--- src/rtl/systolic_pkg.sv ---
// Shared types and helpers for the weight-skewed systolic MAC row.
package systolic_pkg;

  typedef enum logic [1:0] {
    StIdle  = 2'd0,
    StRun   = 2'd1,
    StDrain = 2'd2
  } state_e;

  // Wide enough to hold any product plus accumulator without wrapping.
  localparam int unsigned SatW = 64;

  function automatic int unsigned len_w(input int unsigned max_len);
    return $clog2(max_len + 1);
  endfunction

  // Signed add clamped to an acc_w-bit signed range; sat reports that a clamp happened.
  function automatic logic signed [SatW-1:0] sat_add(input logic signed [SatW-1:0] acc,
                                                     input logic signed [SatW-1:0] prod,
                                                     input int unsigned           acc_w,
                                                     output logic                 sat);
    logic signed [SatW-1:0] sum;
    logic signed [SatW-1:0] max_v;
    logic signed [SatW-1:0] min_v;
    sum   = acc + prod;
    max_v = $signed((64'd1 << (acc_w - 1)) - 64'd1);
    min_v = -max_v - 64'sd1;
    sat   = 1'b0;
    if (sum > max_v) begin
      sum = max_v;
      sat = 1'b1;
    end else if (sum < min_v) begin
      sum = min_v;
      sat = 1'b1;
    end
    return sum;
  endfunction

endpackage

--- src/rtl/systolic_pe.sv ---
// One MAC lane: delays its weight by SKEW cycles, accumulates with saturation and forwards the
// activation stream one cycle later to the next lane.
module systolic_pe import systolic_pkg::*; #(
  parameter int unsigned W     = 8,
  parameter int unsigned ACC_W = 16,
  parameter int unsigned SKEW  = 0
) (
  input  logic                    clk_i,
  input  logic                    rst_ni,
  input  logic                    clear_i,
  input  logic                    start_i,
  input  logic                    zero_acc_i,
  input  logic                    in_valid_i,
  input  logic                    in_last_i,
  input  logic signed [W-1:0]     in_a_i,
  input  logic signed [W-1:0]     in_b_i,
  output logic                    out_valid_o,
  output logic                    out_last_o,
  output logic signed [W-1:0]     out_a_o,
  output logic signed [ACC_W-1:0] acc_o,
  output logic                    valid_o,
  output logic                    overflow_o
);

  localparam int unsigned PW = 2 * W;

  logic signed [W-1:0]     b_cur;
  logic signed [PW-1:0]    prod;
  logic signed [SatW-1:0]  sum_w;
  logic                    sat;

  logic                    vld_q, vld_d;
  logic                    last_q, last_d;
  logic signed [W-1:0]     a_q, a_d;
  logic signed [ACC_W-1:0] acc_q, acc_d;
  logic                    valid_q, valid_d;
  logic                    ovf_q, ovf_d;

  // Weights enter every lane at beat time; lane SKEW sees them SKEW cycles later.
  if (SKEW == 0) begin : g_noskew
    assign b_cur = in_b_i;
  end else begin : g_skew
    logic signed [W-1:0] b_pipe_q [SKEW];
    logic signed [W-1:0] b_pipe_d [SKEW];

    always_comb begin
      b_pipe_d[0] = clear_i ? '0 : in_b_i;
      for (int k = 1; k < int'(SKEW); k++) begin
        b_pipe_d[k] = clear_i ? '0 : b_pipe_q[k-1];
      end
    end

    always_ff @(posedge clk_i or negedge rst_ni) begin
      if (!rst_ni) begin
        for (int k = 0; k < int'(SKEW); k++) begin
          b_pipe_q[k] <= '0;
        end
      end else begin
        for (int k = 0; k < int'(SKEW); k++) begin
          b_pipe_q[k] <= b_pipe_d[k];
        end
      end
    end

    assign b_cur = b_pipe_q[SKEW-1];
  end

  always_comb begin
    prod  = PW'(in_a_i) * PW'(b_cur);
    sum_w = sat_add(SatW'(acc_q), SatW'(prod), ACC_W, sat);
  end

  always_comb begin
    vld_d   = in_valid_i;
    last_d  = in_valid_i & in_last_i;
    a_d     = in_a_i;
    acc_d   = acc_q;
    valid_d = valid_q;
    ovf_d   = ovf_q;
    if (clear_i) begin
      vld_d   = 1'b0;
      last_d  = 1'b0;
      a_d     = '0;
      acc_d   = '0;
      valid_d = 1'b0;
      ovf_d   = 1'b0;
    end else if (start_i) begin
      valid_d = 1'b0;
      if (zero_acc_i) begin
        acc_d = '0;
        ovf_d = 1'b0;
      end
    end else if (in_valid_i) begin
      acc_d = ACC_W'(sum_w);
      ovf_d = ovf_q | sat;
      if (in_last_i) begin
        valid_d = 1'b1;
      end
    end
  end

  always_ff @(posedge clk_i or negedge rst_ni) begin
    if (!rst_ni) begin
      vld_q   <= 1'b0;
      last_q  <= 1'b0;
      a_q     <= '0;
      acc_q   <= '0;
      valid_q <= 1'b0;
      ovf_q   <= 1'b0;
    end else begin
      vld_q   <= vld_d;
      last_q  <= last_d;
      a_q     <= a_d;
      acc_q   <= acc_d;
      valid_q <= valid_d;
      ovf_q   <= ovf_d;
    end
  end

  assign out_valid_o = vld_q;
  assign out_last_o  = last_q;
  assign out_a_o     = a_q;
  assign acc_o       = acc_q;
  assign valid_o     = valid_q;
  assign overflow_o  = ovf_q;

endmodule

--- src/rtl/systolic_mac_row.sv ---
// 1-D weight-skewed systolic MAC row: run control, beat/drain counting and N_MACS lanes.
module systolic_mac_row import systolic_pkg::*; #(
  parameter int unsigned W       = 8,
  parameter int unsigned ACC_W   = 16,
  parameter int unsigned N_MACS  = 4,
  parameter int unsigned MAX_LEN = 16,
  parameter int unsigned LEN_W   = len_w(MAX_LEN)
) (
  input  logic                      clk,
  input  logic                      rst_n,
  input  logic                      start,
  input  logic                      clear_all,
  input  logic [LEN_W-1:0]          len,
  input  logic                      accum_mode,
  input  logic                      a_valid,
  output logic                      a_ready,
  input  logic [W-1:0]              a_data,
  input  logic [N_MACS*W-1:0]       b_data,
  output logic                      busy,
  output logic                      done,
  output logic [N_MACS*ACC_W-1:0]   acc_out,
  output logic [N_MACS-1:0]         valid_out,
  output logic [N_MACS-1:0]         overflow
);

  localparam int unsigned DrainW    = (N_MACS > 2) ? $clog2(N_MACS - 1) : 1;
  localparam int unsigned DrainLast = (N_MACS > 1) ? N_MACS - 2 : 0;

  state_e             state_q, state_d;
  logic [LEN_W-1:0]   len_q, len_d;
  logic [LEN_W-1:0]   beat_q, beat_d;
  logic [DrainW-1:0]  drain_q, drain_d;
  logic               done_q, done_d;

  logic               accept;
  logic               last_beat;
  logic               start_ok;
  logic               start_fire;
  logic [LEN_W-1:0]   len_clamp;

  always_comb begin
    len_clamp  = (len > LEN_W'(MAX_LEN)) ? LEN_W'(MAX_LEN) : len;
    accept     = a_valid && (state_q == StRun);
    last_beat  = accept && ((beat_q + LEN_W'(1)) == len_q);
    start_ok   = (state_q == StIdle) && start && !clear_all;
    start_fire = start_ok && (len != '0);
  end

  always_comb begin
    state_d = state_q;
    len_d   = len_q;
    beat_d  = beat_q;
    drain_d = drain_q;
    done_d  = 1'b0;
    if (clear_all) begin
      state_d = StIdle;
      beat_d  = '0;
      drain_d = '0;
    end else begin
      case (state_q)
        StIdle: begin
          if (start_fire) begin
            state_d = StRun;
            len_d   = len_clamp;
            beat_d  = '0;
          end else if (start_ok) begin
            // Zero-length run completes immediately without touching the lanes.
            done_d = 1'b1;
          end
        end
        StRun: begin
          if (accept) begin
            beat_d = beat_q + LEN_W'(1);
          end
          if (last_beat) begin
            if (N_MACS == 1) begin
              state_d = StIdle;
              done_d  = 1'b1;
            end else begin
              state_d = StDrain;
              drain_d = '0;
            end
          end
        end
        StDrain: begin
          if (drain_q == DrainW'(DrainLast)) begin
            state_d = StIdle;
            done_d  = 1'b1;
          end else begin
            drain_d = drain_q + DrainW'(1);
          end
        end
        default: state_d = StIdle;
      endcase
    end
  end

  always_ff @(posedge clk or negedge rst_n) begin
    if (!rst_n) begin
      state_q <= StIdle;
      len_q   <= '0;
      beat_q  <= '0;
      drain_q <= '0;
      done_q  <= 1'b0;
    end else begin
      state_q <= state_d;
      len_q   <= len_d;
      beat_q  <= beat_d;
      drain_q <= drain_d;
      done_q  <= done_d;
    end
  end

  assign a_ready = (state_q == StRun);
  assign busy    = (state_q != StIdle);
  assign done    = done_q;

  logic [N_MACS:0]       pipe_vld;
  logic [N_MACS:0]       pipe_last;
  logic signed [W-1:0]   pipe_a [N_MACS+1];

  assign pipe_vld[0]  = accept;
  assign pipe_last[0] = last_beat;
  assign pipe_a[0]    = a_data;

  for (genvar g = 0; g < int'(N_MACS); g++) begin : g_lane
    systolic_pe #(
      .W     (W),
      .ACC_W (ACC_W),
      .SKEW  (g)
    ) u_pe (
      .clk_i       (clk),
      .rst_ni      (rst_n),
      .clear_i     (clear_all),
      .start_i     (start_fire),
      .zero_acc_i  (!accum_mode),
      .in_valid_i  (pipe_vld[g]),
      .in_last_i   (pipe_last[g]),
      .in_a_i      (pipe_a[g]),
      .in_b_i      (b_data[g*W +: W]),
      .out_valid_o (pipe_vld[g+1]),
      .out_last_o  (pipe_last[g+1]),
      .out_a_o     (pipe_a[g+1]),
      .acc_o       (acc_out[g*ACC_W +: ACC_W]),
      .valid_o     (valid_out[g]),
      .overflow_o  (overflow[g])
    );
  end

  // The last lane's forwarded stream has no consumer.
  logic unused_tail;
  assign unused_tail = ^{pipe_vld[N_MACS], pipe_last[N_MACS], pipe_a[N_MACS]};

endmodule

--- config.mk ---
export PLATFORM = sky130hd
export DESIGN_NAME = systolic_mac_row
export DESIGN_NICKNAME = d
export VERILOG_FILES = /design/src/rtl/systolic_pkg.sv /design/src/rtl/systolic_pe.sv /design/src/rtl/systolic_mac_row.sv
export SDC_FILE = /design/constraint.sdc
export NUM_CORES = 1
export LEC_CHECK = 0
export CORE_MARGIN = 4
export CORE_UTILIZATION = 46
export CTS_CLUSTER_DIAMETER = 200
export CTS_CLUSTER_SIZE = 16
export DETAILED_ROUTE_END_ITERATION = 12
export GPL_TIMING_DRIVEN = 0
export PLACE_DENSITY = 0.67
export SYNTH_ARGS = -nofsm -noshare
export SYNTH_HDL_FRONTEND = slang
export SYNTH_SLANG_ARGS = --single-unit
--- constraint.sdc ---
create_clock -name clk -period 5.54 [get_ports clk]
set_input_delay 1.108 -clock clk [delete_from_list [all_inputs] [get_ports clk]]
set_output_delay 1.108 -clock clk [all_outputs]
set_load 0.01 [all_outputs]
==> flow_summary.yaml, run 1 <==
grt:
  antenna_found_initial: 0
  grt_pass1_wl_um: 74500
  grt_pass1_vias: 14300
  grt_use_total: 0.209
  gr-total-overflow: 0
  grt_max_degree: 96
placed_design:
  place_worst_setup_slack_ns: -1.33
  io_buffers: 122
  placed_area_um2: 20900
  place_hpwl_um: 35900
  gp_congestion: 0.851
clock_tree:
  clock-root-buffer: "clkbuf_16"
  postCtsHoldBufs: 0
  cts.sinks: 165
  cts_buffer_depth: 2
  clkTransAtPathRegs_ns: 0.08
  clkLatencyLatePin_ns: 0.46
  htreeDepth: 4
  cts_buffers: 17
  cts_tree: "built"
yosys:
  ys_warn_count: 0
  ys_seq_area_frac: 0.219
  syn_avg_cell_area_um2: 10.2
  async_flop_share: 1.00
  synthCells: 1852
  ys.flop_type: "dfrtp_1"
  syn-cell-area_um2: 18900
  synth_nets: 2365
  ys_seq_elements: 165
  synthDistinctLibCells: 77
  synth_edf_count: 0
sta:
  worst_pin_slew_ns: 1.19
  slew_viol_final: 0
  period_needed_ns: 5.44
  skew_ns: 0.0125
  fin_ws_ns: 0.101
  fmax_mhz: 184
  setup_viol: 0
  timing.final.hold_violations: 0
  setup_tns_ns: 0
  fin_crit_sh: 0.982
  slew_headroom: 0.201
floorplanning:
  start_util: 0.470
  ios: 126
  rows: 73
  coreArea_um2: 40200
  die_w_um: 211
  die_area_um2: 44400
  fp.dieH_um: 211
route:
  ant_nets: 0
  drt-pass1-iter-count: 5
  routedWlPerCell_um: 17.3
  routed_wirelength_um: 44100
  avgViaCountPerCell: 5.26
  drc_errors: 0
  dr_total_vias: 13400
  drt_iter0_drc: 749
worst_setup_path:
  cpMaxStageDelayCell: "fa_1"
  max_stage_delay_ns: 0.55
  worstPathMaxFanout: 9
  path_buf_inv: 3
  end_kind: "flop"
  required_ns: 5.89
  crit_path_start_kind: "input port"
  critPathTopFamily: "adder cells"
  path_class: "in2reg"
  path_cells: "clkbuf_4, nand2b_4, fa_1, fa_1, inv_1, fa_1, fa_1, fa_1, ha_4, nand2_1, o21bai_2, a31o_2, o21ai_2, xnor2_2, buf_4, maj3_2, a22o_1"
  crit_top_cell: "fa_1"
  cp_data_arrival_time_ns: 5.79
finish:
  antenna_cells: 0
  final_area_um2: 21800
  finalNetCount: 2527
  drive_gt1_frac: 0.0913
  syn_to_final_growth_pct: 15.5
pwr:
  ir_drop_v: 0.00122
  p_leak_nw: 10.9
  powerDensity_nw_per_um2: 338
hold_path:
  min_path_type: "reg2reg"
run:
  drv_cap: 0
outcome:
  status: "completed"
-- synth_stat cells (16+ instances only) --
cell type,number,area (um2)
inv_1,321,1200
fa_1,304,6090
dfrtp_1,165,4130
ha_1,158,1980
nand2_1,157,589
and2_1,132,826
nor2b_1,80,500
nor2_1,66,248
a21oi_1,60,300
o21ai_0,60,300
xnor2_1,50,438
clkbuf_1,28,105
o211ai_1,28,210
xor2_1,22,193
o21a_1,17,128
nor3_1,16,80.1
-- registers in the layout, summed over array words and instances, names as in the netlist --
name                         cells
beat_q                           5
done                             1
drain_q                          2
g_lane.u_pe.acc_o               64
g_lane.u_pe.b_cur               24
g_lane.u_pe.g_skew.b_pipe_q     24
g_lane.u_pe.out_a_o             24
g_lane.u_pe.out_last_o           3
g_lane.u_pe.out_valid_o          3
g_lane.u_pe.overflow_o           4
g_lane.u_pe.valid_o              4
len_q                            5
state_q                          2
-- report_power, final --
group	switching [mW]	internal (mW)	leakage (nW)
logic	2.55	2.14	8.37
clock network	0.624	0.613	0.296
registers	0.140	1.30	2.21
-- metrics by stage --
| stage | hold slack, ns | utilization | std cells | total power [mW] |
|---|---|---|---|---|
| 3_5_place_dp | 0.449 | 0.520 | 2500 | 5.73 |
| 6_report | 0.462 | 0.543 | 2552 | 7.37 |
| 2_1_floorplan | 0.439 | - | 1852 | 4.62 |
| 5_1_grt | 0.487 | 0.543 | 2552 | 7.99 |
| 3_3_place_gp | 0.443 | 0.519 | 2499 | 5.65 |
| 4_1_cts | 0.466 | 0.538 | 2537 | 7.24 |
-- what timing repair did --
action / CTS / global route
buffers inserted: 10 / 17
hold endpoints to repair: 0 / 0
pin swaps: 13 / 19
resized for setup: 83 / 53
cloned: 0 / 0
endpoints found under the setup margin: 67 / 64
-- cell usage in the layout, fill, tap and decap left out, types with 7 or more instances in the layout --
| cell type | n |
|---|---|
| fa_1 | 300 |
| a32oi_1 | 8 |
| nand2_1 | 155 |
| dfrtp_2 | 12 |
| a221o_1 | 15 |
| ha_1 | 150 |
| inv_1 | 319 |
| a21o_1 | 11 |
| xor2_1 | 22 |
| and2_1 | 124 |
| clkbuf_1 | 15 |
| a21oi_1 | 58 |
| nand3_1 | 11 |
| xnor2_1 | 48 |
| nor2b_1 | 79 |
| clkbuf_16 | 17 |
| o21bai_1 | 9 |
| ha_4 | 7 |
| a22o_1 | 8 |
| o211ai_1 | 28 |
| o21a_1 | 17 |
| nor3_1 | 16 |
| nor2_1 | 62 |
| a211oi_1 | 7 |
| buf_4 | 36 |
| o21ai_0 | 55 |
| clkdlybuf4s50_1 | 108 |
| buf_2 | 15 |
| dfrtp_1 | 153 |
-- cells by family after synthesis --
kind of cell	Yosys count	share of synthesized area
AOI/OAI and AO/OA	270	0.0986
xor gates and xnor gates	76	0.0374
adders and majority gates	467	0.429
buffers and inverters	375	0.0778
DFF	165	0.219
muxes	2	0.00113
and+or+nand+nor	497	0.137
-- cell type report --
cell class | count | area (um2)
clock buffer | 17 | 425
tap | 525 | 657
clock inverter | 15 | 176
timing repair buffer | 150 | 1410
inverter | 326 | 1240
buffer | 42 | 274
fill | 3520 | 18400
multi-input combinational | 1312 | 13500
sequential | 165 | 4140
-- final timing paths --
check	cells past startpoint	startpoint	to	slack, ns
setup / recovery	17	a_data[0]	g_lane[0].u_pe.acc_o[11]	0.10
hold / removal	1	g_lane[2].u_pe.g_skew.b_pipe_q[14]	g_lane[2].u_pe.b_cur[6]	0.46
setup reg to reg	18	g_lane[1].u_pe.out_a_o[7]	g_lane[2].u_pe.acc_o[11]	0.17
hold reg to reg	1	g_lane[2].u_pe.g_skew.b_pipe_q[14]	g_lane[2].u_pe.b_cur[6]	0.46
max in group asynchronous	2	rst_n	g_lane[2].u_pe.b_cur[1]	4.05
min in group asynchronous	1	rst_n	g_lane[1].u_pe.acc_o[14]	0.61
-- per-layer routing --
layer,global-route usage,vias up,share of wire
li1,-,6215,-
met1,0.292,6862,0.45
met2,0.348,283,0.49
met3,0.0291,60,0.038
met4,0.0530,0,0.019
met5,0,-,0
Note: power is estimated with default switching activity, not from simulation.
==> inputs of run 2 (changes only) <==
Settings changed: CORE_ASPECT_RATIO set to 1.25, HOLD_SLACK_MARGIN set to 0.1, PLACE_DENSITY 0.67 to not set, PLACE_DENSITY_LB_ADDON set to 0.1.
==> run 2 against run 1 <==
  * Clock power rose by 9.7%
  * Via count fell by 1.3%
  * Non-clock buffer count rose by 2
  * Clock-buffer cell count rose by 2
  * Setup slack improved by 0.051 ns
  * Critical path depth fell by 1
  * Register-to-register slack improved by 0.02 ns
  * Flip-flop and latch count did not move
  * Wire length rose by 1.7%
  * Combinational power rose by 2%
  * Sequential power barely moved
  * Critical path type unchanged
==> flow_summary.yaml, run 2 (synthesis gave the netlist of run 1 again) <==
worst_setup_path:
  worstPathMaxFanout: 9
  cpMaxStageDelayCell: "fa_1"
  end_kind: "flop"
  path_class: "in2reg"
  required_ns: 5.87
  cp_data_arrival_time_ns: 5.72
  path_cells: "clkbuf_4, nand2_1, fa_1, fa_1, inv_1, fa_1, fa_1, fa_1, ha_4, o21ai_2, nor2_2, or4_4, a31oi_4, xnor2_4, maj3_2, a22o_1"
  crit_top_cell: "fa_1"
  max_stage_delay_ns: 0.57
  crit_path_start_kind: "input port"
sta:
  worst_pin_slew_ns: 0.970
  holdWs_ns: 0.455
  fin_crit_sh: 0.972
  slew_headroom: 0.348
  rsz0062_at_grt: "no"
  timing.final.hold_violations: 0
  fmax_mhz: 186
  setup_tns_ns: 0
  slew_viol_final: 0
  setup_viol: 0
  skew_ns: 0.0116
  period_needed_ns: 5.39
  fin_ws_ns: 0.153
floorplanning:
  fp.dieH_um: 235
  rows: 82
  start_util: 0.469
  die_area_um2: 44400
  ios: 126
  die_w_um: 189
  coreArea_um2: 40300
placed_design:
  place_worst_setup_slack_ns: -1.34
  placed_cells: 2521
  gp_congestion: 0.853
  io_buffers: 122
  placed_area_um2: 20900
  place_hpwl_um: 36700
clock_tree:
  cts_buffer_depth: 2
  cts.sinks: 165
  clkTransAtPathRegs_ns: 0.07
  htreeDepth: 4
  cts_buffers: 17
  clkLatencyLatePin_ns: 0.45
  cts_tree: "built"
  postCtsHoldBufs: 0
  clock-root-buffer: "clkbuf_16"
finish:
  largest_reg_flops: 64
  layout_commonest_cell: "inv_1"
  final_area_um2: 22000
  final_cell_count_no_fill: 2575
  finalNetCount: 2529
  layout_common_cells: "inv_1 (318), fa_1 (298), nand2_1 (156), ha_1 (152), dfrtp_1 (147)"
  nFillCells: 3615
  drive_gt1_frac: 0.0996
  antenna_cells: 0
  final_util: 0.545
  syn_to_final_growth_pct: 16.4
hold_path:
  min_path_type: "reg2reg"
route:
  ant_nets: 0
  routedWlPerCell_um: 17.4
  drt_iter0_drc: 646
  dr_total_vias: 13200
  drc_errors: 0
  avgViaCountPerCell: 5.14
  drt-pass1-iter-count: 5
  routed_wirelength_um: 44900
grt:
  grt_use_total: 0.215
  grt_pass1_wl_um: 75700
  grt_max_degree: 120
  grt_pass1_vias: 14400
  antenna_found_initial: 1
  gr-total-overflow: 0
run:
  drv_cap: 0
pwr:
  powerDensity_nw_per_um2: 345
  ir_drop_v: 0.000513
  p_total_mw: 7.58
  p_leak_nw: 10.9
outcome:
  status: "completed"
run 2: changes by cell type in the layout (fill, tap and decap cells not counted), moves of 3 or more:
cell       change
inv_8          -5
clkinv_8       -4
buf_2          -4
dfrtp_2        +6
buf_4          +3
dfrtp_1        -6
ha_4           -3
clkbuf_4       +3
bufinv_16      +5
run 2: critical path, delay by kind of cell:
family / cells / cell delay [ns]
adders and majority gates: 7 / 3.12
and+or+nand+nor: 3 / 0.58
xor gates and xnor gates: 1 / 0.14
AOI/OAI and AO/OA: 3 / 0.52
buffers and inverters: 2 / 0.24
run 2: area by class of cell:
class                      instances  area (um2)  area share
multi-input combinational       1312       13500       0.615
sequential                       165        4150       0.189
timing repair buffer             152        1450      0.0659
inverter                         326        1240      0.0565
tap                              546         683      0.0311
clock buffer                      19         443      0.0201
buffer                            42         273      0.0124
clock inverter                    13         218     0.00990
run 2: routing by layer:
layer | GRT usage | vias to the layer above | share of wire
li1 | - | 6196 | -
met1 | 0.270 | 6787 | 0.42
met2 | 0.396 | 227 | 0.54
met3 | 0.0280 | 38 | 0.030
met4 | 0.0498 | 0 | 0.016
met5 | 0 | - | 0
run 2: where the power goes:
| part | leakage [nW] | switching [mW] | internal, mW |
|---|---|---|---|
| Combinational | 8.40 | 2.60 | 2.17 |
| Sequential | 2.20 | 0.137 | 1.31 |
| Clock | 0.320 | 0.544 | 0.820 |
run 2: path summary, 6_finish.rpt:
path / startpoint / to / slack, ns / cells past startpoint
worst max-delay path: a_data[2] / g_lane[0].u_pe.acc_o[5] / 0.15 / 16
worst min-delay path: g_lane[3].u_pe.g_skew.b_pipe_q[10] / g_lane[3].u_pe.b_cur[2] / 0.45 / 1
worst max register to register: g_lane[1].u_pe.out_a_o[7] / g_lane[2].u_pe.overflow_o / 0.19 / 17
worst min register to register: g_lane[3].u_pe.g_skew.b_pipe_q[10] / g_lane[3].u_pe.b_cur[2] / 0.45 / 1
max in group asynchronous: rst_n / g_lane[2].u_pe.b_cur[1] / 4.00 / 2
min in group asynchronous: rst_n / g_lane[0].u_pe.acc_o[15] / 0.55 / 1
run 2: timing repair:
item,in CTS,in global routing
endpoints found under the setup margin,68,63
pin swaps,8,22
setup buffers,7,22
hold endpoints to repair,0,0
resized for setup,76,83
==> inputs of run 3 (changes only) <==
Settings changed: CORE_MARGIN 4 to not set, SLEW_MARGIN set to 30.
==> run 3 against run 2 <==
  * Setup slack lost 0.020 ns
  * Largest power group unchanged
  * Power shrank 2.8%
  * Critical path type unchanged
  * Highest routed layer unchanged
  * Wire length shrank 0.31%
==> flow_summary.yaml, run 3 (synthesis gave the netlist of run 1 again) <==
sta:
  timing.final.hold_violations: 0
  setup_viol: 0
  fin_ws_ns: 0.132
  period_needed_ns: 5.41
  worst_pin_slew_ns: 0.911
  skew_ns: 0.0110
  fin_crit_sh: 0.976
  fmax_mhz: 185
  slew_headroom: 0.393
  slew_viol_final: 0
  setup_tns_ns: 0
clock_tree:
  postCtsHoldBufs: 0
  clkTransAtPathRegs_ns: 0.07
  cts_buffers: 17
  cts_buffer_depth: 2
  htreeDepth: 4
  cts.sinks: 165
  clkLatencyLatePin_ns: 0.45
  clock-root-buffer: "clkbuf_16"
  cts_tree: "built"
finish:
  syn_to_final_growth_pct: 16.4
  nFillCells: 3648
  final_area_um2: 22000
  drive_gt1_frac: 0.104
  layout_commonest_cell: "inv_1"
  finalNetCount: 2538
  largest_reg_flops: 64
  layout_common_cells: "inv_1 (316), fa_1 (299), nand2_1 (155), ha_1 (152), dfrtp_1 (142)"
pwr:
  switching_share: 0.444
  powerDensity_nw_per_um2: 335
  clockPowerShare: 0.163
  p_sw_mw: 3.27
  pwr-share-seq: 0.196
  p_int_mw: 4.09
  p_comb_frac: 0.642
  ir_drop_v: 0.000554
  p_leak_nw: 10.9
worst_setup_path:
  ff2ff_path_depth: 18
  worstPathMaxFanout: 8
  path_cells: "buf_12, and2_4, inv_4, fa_1, inv_2, fa_1, fa_1, fa_1, fa_1, ha_4, o21ai_2, nor2_2, or4_4, a31oi_4, xnor2_4, maj3_2, a22o_1"
  cpMaxStageDelayCell: "fa_1"
  critPathTopFamily: "adder cells"
  path_class: "in2reg"
  crit_top_cell: "fa_1"
  reg2reg_to: "g_lane[2].u_pe.acc_o[11]"
  max_stage_delay_ns: 0.57
  crit_path_start_kind: "input port"
  cp_data_arrival_time_ns: 5.75
  reg2reg_slack_ns: 0.17
  r2r-start: "g_lane[1].u_pe.out_a_o[7]"
  required_ns: 5.88
  path_buf_inv: 3
  end_kind: "flop"
grt:
  grt_max_degree: 81
  gr-total-overflow: 0
  grt_pass1_wl_um: 75200
  grt_pass1_vias: 14600
  antenna_found_initial: 1
  grt_use_total: 0.232
placed_design:
  io_buffers: 122
  gp_congestion: 0.863
  place_worst_setup_slack_ns: -1.38
  placed_area_um2: 20900
  place_hpwl_um: 36500
floorplanning:
  die_w_um: 183
  coreArea_um2: 40300
  start_util: 0.469
  fp.dieH_um: 229
  ios: 126
  rows: 82
  die_area_um2: 41900
route:
  ant_nets: 0
  routedWlPerCell_um: 17.3
  drc_errors: 0
  drt_iter0_drc: 582
  dr_total_vias: 13400
  routed_wirelength_um: 44700
  drt-pass1-iter-count: 5
  avgViaCountPerCell: 5.18
outcome:
  status: "completed"
run:
  drv_cap: 0
hold_path:
  min_path_type: "in2async"
## run 3: cell count changes in the layout (fill, tap and decap cells not counted), sizes merged
cell / delta
inv: +3
clkbuf: -4
buf: +12
diode: +1
clkinvlp: +1
bufinv: -4
## run 3: stage by stage
stage	utilization	hold slack (ns)	instances	total power [mW]
after global routing	0.545	0.427	2584	8.03
after CTS	0.537	0.429	2561	7.19
after detailed placement	0.520	0.446	2522	5.74
final	0.545	0.446	2584	7.37
after floorplan	-	0.439	1852	4.62
after global placement	0.518	0.442	2520	5.68
## run 3: repair_timing
action                     in CTS  in global routing
hold endpoints to repair        0                  0
setup buffers                  14                 23
pin swaps                      10                 18
setup endpoints to repair      68                 57
gates resized for setup        79                 99
## run 3: cell type report
class,count,area [um2],share of cell area
diodes,1,2.50,0.000114
clock inverters,13,143,0.00649
inverters,326,1240,0.0565
well taps,546,683,0.0311
plain buffers,42,267,0.0121
flip-flops and latches,165,4160,0.189
multi-input cells,1312,13500,0.613
repair buffers,161,1580,0.0717
clock buffers,18,429,0.0195
## run 3: power by group through the flow
stage,combinational [mW],sequential [mW],clock (mW)
after detailed placement,4.28,1.46,0
after CTS,4.52,1.44,1.22
after global routing,5.30,1.46,1.27
final,4.73,1.44,1.20
after global placement,4.21,1.46,0
after floorplan,3.19,1.43,0
## run 3: worst register-to-register path, cell delays in order (launching register included)
cell and delay (ns):
dfrtp_2 0.44, buf_4 0.16, and2_2 0.28, fa_1 0.51
inv_1 0.06, fa_1 0.51, inv_1 0.06, fa_1 0.55
fa_1 0.41, ha_1 0.29, ha_1 0.38, nand2_1 0.12
or4_4 0.55, and3_1 0.18, buf_4 0.16, nor2_4 0.12
buf_4 0.20, o211ai_1 0.13, a21oi_2 0.18
## run 3: worst max path at each step
| stage | start | endpoint | slack, ns | cells past startpoint |
|---|---|---|---|---|
| floorplan | a_data[7] | g_lane[0].u_pe.acc_o[3] | -0.11 | 16 |
| global placement | rst_n | g_lane[3].u_pe.acc_o[7] | -3.67 | 1 |
| detailed placement | a_data[7] | g_lane[0].u_pe.acc_o[9] | -1.38 | 18 |
| CTS | b_data[5] | g_lane[0].u_pe.acc_o[3] | 0.0009 | 16 |
| global route | b_data[0] | g_lane[0].u_pe.acc_o[3] | -0.01 | 17 |
| finish | b_data[0] | g_lane[0].u_pe.acc_o[5] | 0.13 | 17 |
## run 3: routing by layer
layer  global-route usage  part of all wire  vias up
met3               0.0269             0.031       58
met4               0.0732             0.021        0
li1                     -                 -     6231
met1                0.287              0.41     6822
met5                    0                 0        -
met2                0.418              0.54      287
